==> config.mk <==
export PLATFORM = sky130hd
export DESIGN_NAME = mando_vehiculo_flat
export DESIGN_NICKNAME = d
export VERILOG_FILES = /design/src/rtl/mando_vehiculo_pkg.sv /design/src/rtl/mando_vehiculo_if.sv /design/src/rtl/mando_vehiculo_contador_limite.sv /design/src/rtl/mando_vehiculo.sv /design/src/flat_wrapper.sv
export SDC_FILE = /design/constraint.sdc
export NUM_CORES = 1
export LEC_CHECK = 0
export CAP_MARGIN = 20
export CORE_ASPECT_RATIO = 1.2
export CORE_MARGIN = 8
export CORE_UTILIZATION = 46
export CTS_CLUSTER_SIZE = 20
export DETAILED_ROUTE_END_ITERATION = 6
export PLACE_DENSITY = 0.78
export SLEW_MARGIN = 25
export SYNTH_ARGS = -nofsm -noshare
export SYNTH_HDL_FRONTEND = slang
export SYNTH_SLANG_ARGS = --single-unit
export TNS_END_PERCENT = 10
==> constraint.sdc <==
create_clock -name CLK -period 2.4 [get_ports CLK]
set_clock_uncertainty 0.2 [all_clocks]
set_input_delay 0.48 -clock CLK [delete_from_list [all_inputs] [get_ports CLK]]
set_output_delay 0.48 -clock CLK [all_outputs]
set_load 0.1 [all_outputs]
==> src/rtl/mando_vehiculo_pkg.sv <==
// Shared constants for the hybrid-drive command initiator: one-hot states,
// mode encoding, default timeouts and the engage decode helper.
package mando_pkg;

   typedef logic [4:0] estado_t;

   localparam estado_t ST_REPOSO = 5'b00001;
   localparam estado_t ST_ESPERA = 5'b00010;
   localparam estado_t ST_MARCHA = 5'b00100;
   localparam estado_t ST_FIN_OK = 5'b01000;
   localparam estado_t ST_FALLA  = 5'b10000;

   localparam logic MODO_GAS       = 1'b1;
   localparam logic MODO_ELECTRICO = 1'b0;

   localparam int W_DEF          = 8;
   localparam int T_ARRANQUE_DEF = 4;
   localparam int T_MARCHA_DEF   = 200;

   // True when exactly the motor belonging to 'modo' is on.
   function automatic logic motor_enganchado(input logic modo,
                                             input logic motor1,
                                             input logic motor2);
      if (modo == MODO_GAS)
         return motor2 && !motor1;
      else
         return motor1 && !motor2;
   endfunction

endpackage

==> src/rtl/mando_vehiculo_if.sv <==
// Signal bundle between the operator/supervisor side, the command initiator
// and the drive controller's ARRANQUE/MODO -> MOTOR1/MOTOR2 lines.
interface mando_vehiculo_if #(
   parameter int W = 8
);
   // Handshake: PEDIDO is a request pulse taken once in REPOSO; ARRANQUE is the
   // initiator's "valid" to the controller, held until the selected motor alone
   // answers (the "ready"), at which point ARRANQUE drops on that same edge.
   logic         PEDIDO;
   logic         MODO_SEL;
   logic         MOTOR1;
   logic         MOTOR2;
   logic         ARRANQUE;
   logic         MODO;
   logic         OCUPADO;
   logic         LISTO;
   logic         FALLA;
   logic [W-1:0] CICLOS;
   logic [4:0]   ESTADO;
   logic [W-1:0] DBG_ESPERA;

   modport master (
      input  PEDIDO, MODO_SEL, MOTOR1, MOTOR2,
      output ARRANQUE, MODO, OCUPADO, LISTO, FALLA, CICLOS, ESTADO, DBG_ESPERA
   );

   modport slave (
      output PEDIDO, MODO_SEL, MOTOR1, MOTOR2,
      input  ARRANQUE, MODO, OCUPADO, LISTO, FALLA, CICLOS, ESTADO, DBG_ESPERA
   );

endinterface

==> src/rtl/mando_vehiculo_contador_limite.sv <==
// Unsigned up-counter with synchronous clear, enable and an equality flag
// raised when the count equals LIMITE.
module contador_limite #(
   parameter int W      = 8,
   parameter int LIMITE = 0
) (
   input  logic         i_clk,
   input  logic         i_rst,
   input  logic         i_clr,
   input  logic         i_en,
   output logic [W-1:0] o_cuenta,
   output logic         o_limite
);

   logic [W-1:0] r_cuenta;

   always_ff @(posedge i_clk or posedge i_rst) begin
      if (i_rst)
         r_cuenta <= '0;
      else if (i_clr)
         r_cuenta <= '0;
      else if (i_en)
         r_cuenta <= r_cuenta + W'(1);
   end

   assign o_cuenta = r_cuenta;
   assign o_limite = (r_cuenta == W'(LIMITE));

endmodule

==> src/rtl/mando_vehiculo.sv <==
// Command initiator for the hybrid drive: start handshake, engage check and
// run-length measurement. Optional checks enabled by `define MANDO_CHEQUEO_EN.
module mando_vehiculo
   import mando_pkg::*;
#(
   parameter int W          = W_DEF,
   parameter int T_ARRANQUE = T_ARRANQUE_DEF,
   parameter int T_MARCHA   = T_MARCHA_DEF
) (
   input logic              CLK,
   input logic              REINICIO,
   mando_vehiculo_if.master bus
);

   localparam int WT = $clog2(T_ARRANQUE + 1);

   estado_t       r_estado;
   estado_t       w_estado_sig;
   logic          r_modo;

   logic          w_eng;
   logic          w_ambos;
   logic          w_ninguno;
   logic          w_erroneo;
   logic          w_legal;

   logic          w_clr;
   logic          w_en_t;
   logic          w_en_c;
   logic          w_lim_t;
   logic          w_lim_c;
   logic [WT-1:0] w_cuenta_t;
   logic [W-1:0]  w_ciclos;

   assign w_eng   = motor_enganchado(r_modo, bus.MOTOR1, bus.MOTOR2);
   assign w_ambos = bus.MOTOR1 && bus.MOTOR2;

`ifdef MANDO_CHEQUEO_EN
   assign w_ninguno = !bus.MOTOR1 && !bus.MOTOR2;
   // The motor of the other mode alone answering is a controller error.
   assign w_erroneo = motor_enganchado(~r_modo, bus.MOTOR1, bus.MOTOR2);
`else
   assign w_ninguno = 1'b0;
   assign w_erroneo = 1'b0;
`endif

   contador_limite #(
      .W      (WT),
      .LIMITE (T_ARRANQUE - 1)
   ) u_cnt_espera (
      .i_clk    (CLK),
      .i_rst    (REINICIO),
      .i_clr    (w_clr),
      .i_en     (w_en_t),
      .o_cuenta (w_cuenta_t),
      .o_limite (w_lim_t)
   );

   contador_limite #(
      .W      (W),
      .LIMITE (T_MARCHA - 1)
   ) u_cnt_ciclos (
      .i_clk    (CLK),
      .i_rst    (REINICIO),
      .i_clr    (w_clr),
      .i_en     (w_en_c),
      .o_cuenta (w_ciclos),
      .o_limite (w_lim_c)
   );

   always_comb begin
      w_estado_sig = r_estado;
      w_clr        = 1'b0;
      w_en_t       = 1'b0;
      w_en_c       = 1'b0;
      case (r_estado)
         ST_REPOSO: begin
            if (bus.PEDIDO) begin
               w_clr        = 1'b1;
               w_estado_sig = ST_ESPERA;
            end
         end
         ST_ESPERA: begin
            if (w_eng)
               w_estado_sig = ST_MARCHA;
            else if (w_erroneo)
               w_estado_sig = ST_FALLA;
            else if (w_lim_t)
               w_estado_sig = ST_FALLA;
            else
               w_en_t = 1'b1;
         end
         ST_MARCHA: begin
            if (w_ambos)
               w_estado_sig = ST_FIN_OK;
            else if (w_ninguno)
               w_estado_sig = ST_FALLA;
            else begin
               // The last increment lands CICLOS exactly on T_MARCHA.
               w_en_c = 1'b1;
               if (w_lim_c)
                  w_estado_sig = ST_FALLA;
            end
         end
         ST_FIN_OK: w_estado_sig = ST_FIN_OK;
         ST_FALLA:  w_estado_sig = ST_FALLA;
         default:   w_estado_sig = ST_REPOSO;
      endcase
   end

   always_ff @(posedge CLK or posedge REINICIO) begin
      if (REINICIO) begin
         r_estado <= ST_REPOSO;
         r_modo   <= MODO_ELECTRICO;
      end else begin
         r_estado <= w_estado_sig;
         if (w_clr)
            r_modo <= bus.MODO_SEL;
      end
   end

   assign w_legal = (r_estado == ST_REPOSO) || (r_estado == ST_ESPERA) ||
                    (r_estado == ST_MARCHA) || (r_estado == ST_FIN_OK) ||
                    (r_estado == ST_FALLA);

   assign bus.ARRANQUE   = (r_estado == ST_ESPERA);
   assign bus.MODO       = r_modo && ((r_estado == ST_ESPERA) || (r_estado == ST_MARCHA));
   assign bus.OCUPADO    = w_legal && (r_estado != ST_REPOSO);
   assign bus.LISTO      = (r_estado == ST_FIN_OK);
   assign bus.FALLA      = (r_estado == ST_FALLA);
   assign bus.CICLOS     = w_legal ? w_ciclos : '0;
   assign bus.ESTADO     = r_estado;
   assign bus.DBG_ESPERA = W'(w_cuenta_t);

   a_estado_onehot : assert property (@(posedge CLK) disable iff (REINICIO)
      $onehot(r_estado));

   a_ciclos_tope : assert property (@(posedge CLK) disable iff (REINICIO)
      w_ciclos <= W'(T_MARCHA));

endmodule

==> src/flat_wrapper.sv <==
// flat-port wrapper written by rule: the top's interface ports become plain ports
module mando_vehiculo_flat import mando_pkg::*;
#(
   parameter int W          = W_DEF,
   parameter int T_ARRANQUE = T_ARRANQUE_DEF,
   parameter int T_MARCHA   = T_MARCHA_DEF
)
  (CLK, REINICIO, bus_PEDIDO, bus_MODO_SEL, bus_MOTOR1, bus_MOTOR2, bus_ARRANQUE, bus_MODO, bus_OCUPADO, bus_LISTO, bus_FALLA, bus_CICLOS, bus_ESTADO, bus_DBG_ESPERA);
  mando_vehiculo_if #(.W(W)) bus_i ();
  input logic CLK;
  input logic REINICIO;
  input wire logic [$bits(bus_i.PEDIDO)-1:0] bus_PEDIDO;
  input wire logic [$bits(bus_i.MODO_SEL)-1:0] bus_MODO_SEL;
  input wire logic [$bits(bus_i.MOTOR1)-1:0] bus_MOTOR1;
  input wire logic [$bits(bus_i.MOTOR2)-1:0] bus_MOTOR2;
  output wire logic [$bits(bus_i.ARRANQUE)-1:0] bus_ARRANQUE;
  output wire logic [$bits(bus_i.MODO)-1:0] bus_MODO;
  output wire logic [$bits(bus_i.OCUPADO)-1:0] bus_OCUPADO;
  output wire logic [$bits(bus_i.LISTO)-1:0] bus_LISTO;
  output wire logic [$bits(bus_i.FALLA)-1:0] bus_FALLA;
  output wire logic [$bits(bus_i.CICLOS)-1:0] bus_CICLOS;
  output wire logic [$bits(bus_i.ESTADO)-1:0] bus_ESTADO;
  output wire logic [$bits(bus_i.DBG_ESPERA)-1:0] bus_DBG_ESPERA;
  assign bus_i.PEDIDO = bus_PEDIDO;
  assign bus_i.MODO_SEL = bus_MODO_SEL;
  assign bus_i.MOTOR1 = bus_MOTOR1;
  assign bus_i.MOTOR2 = bus_MOTOR2;
  assign bus_ARRANQUE = bus_i.ARRANQUE;
  assign bus_MODO = bus_i.MODO;
  assign bus_OCUPADO = bus_i.OCUPADO;
  assign bus_LISTO = bus_i.LISTO;
  assign bus_FALLA = bus_i.FALLA;
  assign bus_CICLOS = bus_i.CICLOS;
  assign bus_ESTADO = bus_i.ESTADO;
  assign bus_DBG_ESPERA = bus_i.DBG_ESPERA;
  mando_vehiculo #(.W(W), .T_ARRANQUE(T_ARRANQUE), .T_MARCHA(T_MARCHA)) u_core (.CLK(CLK), .REINICIO(REINICIO), .bus(bus_i));
endmodule
==> results_dict.tcl <==
set metrics [dict create \
    dr.first_iter.drc_count 26 \
    yosys-top-cells-count "dfrtp_1 (16), nand2_1 (13), and2_1 (9), nor2_1 (9), inv_1 (7)" \
    antenna_found_initial 0 \
    grt_pass1_vias 1059 \
    io_buffers 26 \
    violations "setup timing" \
    post-route-period-util_pct 105 \
    post-synth-top-count-cell "dfrtp_1" \
    netlist_instances 117 \
    ir_drop_mv 0.992 \
    cts_root_buffer "clkbuf_4" \
    ys_ff_latch 17 \
    clock-sinks 17 \
    place_congestion 0.829 \
    drv_slew 0 \
    setup_viol 10 \
    ioPinCount 32 \
    end_kind "output pin" \
    vias_per_cell 5.35 \
    wl_per_cell_um 15.7 \
    synthAdderAreaFrac_pct 3.46 \
    antennaDiodeCount 0 \
    fmaxAchievable_mhz 396 \
    cellPowerDensity_nw_per_um2 1090 \
    dominantRegCellSynth "dfrtp_1" \
    cts_tree "built" \
    rr_worst_depth 5 \
    synth_top_area_share_pct 37.0 \
    overflow 0 \
    setup_tns_ns -1.06 \
    clockBufferDepth 2 \
    cts_buffers 3 \
    hp-class "reg2reg" \
    initial_core_util_pct 48.0 \
    ys_seq_area_share_pct 39.4 \
    dp.cells 183 \
    dr.pass1.iters 4 \
    wl_um 2940 \
    status "finished, violations left" \
    timing.rr.end "u_core.u_cnt_ciclos.o_cuenta[6]" \
    slew_headroom_pct 57.4 \
    synth_area_sq_um 1080 \
    grt_pass1_wl_um 4950 \
    p_leak_nw 0.762 \
    syn_area_per_cell_sq_um 9.26 \
    synth_top_family_by_area "simple AND/OR/NAND/NOR gates" \
    nets 166 \
    synthMuxAreaShare_pct 3.93 \
    route.vias.total 1000 \
    reg2reg_from "u_core.bus.ESTADO[0]" \
    coreArea_sq_um 2260 \
    post_synth_and_or_nand_nor_area_fraction_pct 31.8 \
    synth-xor-area-share_pct 3.23 \
    async_flop_share_pct 100 \
    startpoint_type "register" \
    worst-path-max-fanout 9 \
    cts.reportedPaths.clkPinSlew_ns 0.09 \
    synth-compound-area-share_pct 11.7 \
    grt_max_degree 18 \
    synth-edff-count 0 \
    synth_warnings 0 \
    fp.dieW_um 60.3 \
    grt_setup_unrepaired "true" \
    required_ns 1.72 \
    die_y_um 69.2 \
    crit_type "reg2out" \
    clkLatencyLatePin_ns 0.29 \
    instances_no_fill 187 \
    finalWorstSetupSlack_ns -0.123 \
    dp_hpwl_um 2370 \
    synth_cell_types 40 \
    grt_use_total_pct 14.8 \
    dieArea_sq_um 4170 \
    fillCellCount 163 \
    finalHoldViolCount 0 \
    holdPathStages 1 \
    tightest_slew_ns 0.639 \
    synthTopCellsByArea "dfrtp_1 (37%), and2_1 (5.2%), nand2_1 (4.5%)" \
    layout-drive-gt1-share_pct 42.9 \
    critPathArrivalTime_ns 1.84 \
    num_rows 19 \
    htreeDepth 1 \
    synthToLayoutAreaGrowth_pct 56.4 \
    yosys.area.top_type "dfrtp_1" \
    drv_cap 0 \
    period_minus_slack_ns 2.52 \
    ant_nets 0 \
    endpoint "bus_CICLOS[5]" \
    fin_hold_ws_ns 0.338 \
    holdBufCountCts 0 \
    power_mw 1.84 \
    drc 0 \
    cp-startpoint "u_core.bus.ESTADO[2]" \
    rrSetupSlack_ns 0.28 \
]
worst max-delay path, cell delays in order (launching register included):
cell and delay [ns]:
dfrtp_2 0.49, xor2_1 0.20, o21ai_2 0.09, o311ai_2 0.22, buf_4 0.20, and2_2 0.17
buf_12 0.17
cells by family after synthesis:
| logic type | after synthesis |
|---|---|
| xor gates and xnor gates | 4 |
| buffers and inverters | 13 |
| muxes | 4 |
| adders and majority gates | 3 |
| and+or+nand+nor | 57 |
| other | 1 |
| AOI/OAI and AO/OA | 18 |
| DFF | 17 |
cell type report:
cell class                 instances  area, sq um  share of cell area [%]
inverter                           7         26.3                    1.55
sequential                        17          438                    25.8
tap                               31         38.8                    2.29
clock buffer                       4         26.3                    1.55
multi-input combinational         91          699                    41.3
timing repair buffer              37          465                    27.5
cell usage in the layout, fill, tap and decap left out, types with 4 or more instances in the layout:
| cell type | netlist | layout |
|---|---|---|
| dfrtp_1 | 16 | 12 |
| buf_4 | 5 | 18 |
| xor2_1 | 4 | 4 |
| conb_1 | 1 | 5 |
| nor2_1 | 9 | 8 |
| buf_12 | 0 | 14 |
| inv_1 | 7 | 7 |
| a21oi_1 | 4 | 4 |
| nand2_1 | 13 | 11 |
| and2_2 | 0 | 7 |
| clkdlybuf4s50_1 | 0 | 5 |
flip-flops by register name, summed over array words and instances (netlist names):
signal / cells
u_core.u_cnt_ciclos.o_cuenta: 8
u_core.bus.ESTADO: 5
u_core.u_cnt_espera.o_cuenta: 3
u_core.r_modo: 1
metal layers:
metal | wire, um | up-vias | global-route usage, %
li1 | - | 478 | -
met1 | 1100 | 490 | 16.3
met2 | 1640 | 28 | 27.1
met3 | 175 | 4 | 2.78
met4 | 29 | 0 | 3.72
met5 | 0 | - | 0
how the worst min path moves through the flow:
stage,start,endpoint,slack [ns]
6_report,u_core.u_cnt_espera.o_cuenta[2],u_core.u_cnt_espera.o_cuenta[2],0.34
3_5_place_dp,u_core.u_cnt_espera.o_cuenta[2],u_core.u_cnt_espera.o_cuenta[2],0.33
4_1_cts,u_core.u_cnt_espera.o_cuenta[2],u_core.u_cnt_espera.o_cuenta[2],0.35
5_1_grt,u_core.u_cnt_espera.o_cuenta[1],u_core.u_cnt_espera.o_cuenta[1],0.37
2_1_floorplan,REINICIO,u_core.bus.ESTADO[1],0.21
3_3_place_gp,u_core.u_cnt_espera.o_cuenta[2],u_core.u_cnt_espera.o_cuenta[2],0.31
where the power goes:
part           switching (mW)  internal [mW]  total [mW]  leakage [nW]
sequential             0.0903          0.355       0.445         0.224
combinational           0.790          0.451        1.24         0.523
clock                  0.0891         0.0647       0.154        0.0150
total                   0.969          0.871        1.84         0.762
what timing repair did:
action                                 4_1_cts  5_1_grt
setup endpoints to repair                   12       12
gates resized for setup                      7        4
pin swaps                                    2        1
endpoints found under the hold margin        0        0
buffers inserted                             0        0
per-stage QoR:
stage | util [%] | area (sq um) | worst slack (ns)
finish | 75.0 | 1690 | -0.123
global route | 75.0 | 1690 | -0.199
CTS | 74.5 | 1680 | -0.134
detailed placement | 72.2 | 1630 | 0.114
global placement | 72.2 | 1630 | 0.133
floorplan | - | 1170 | -0.221
(Power assumes the default switching activity.)
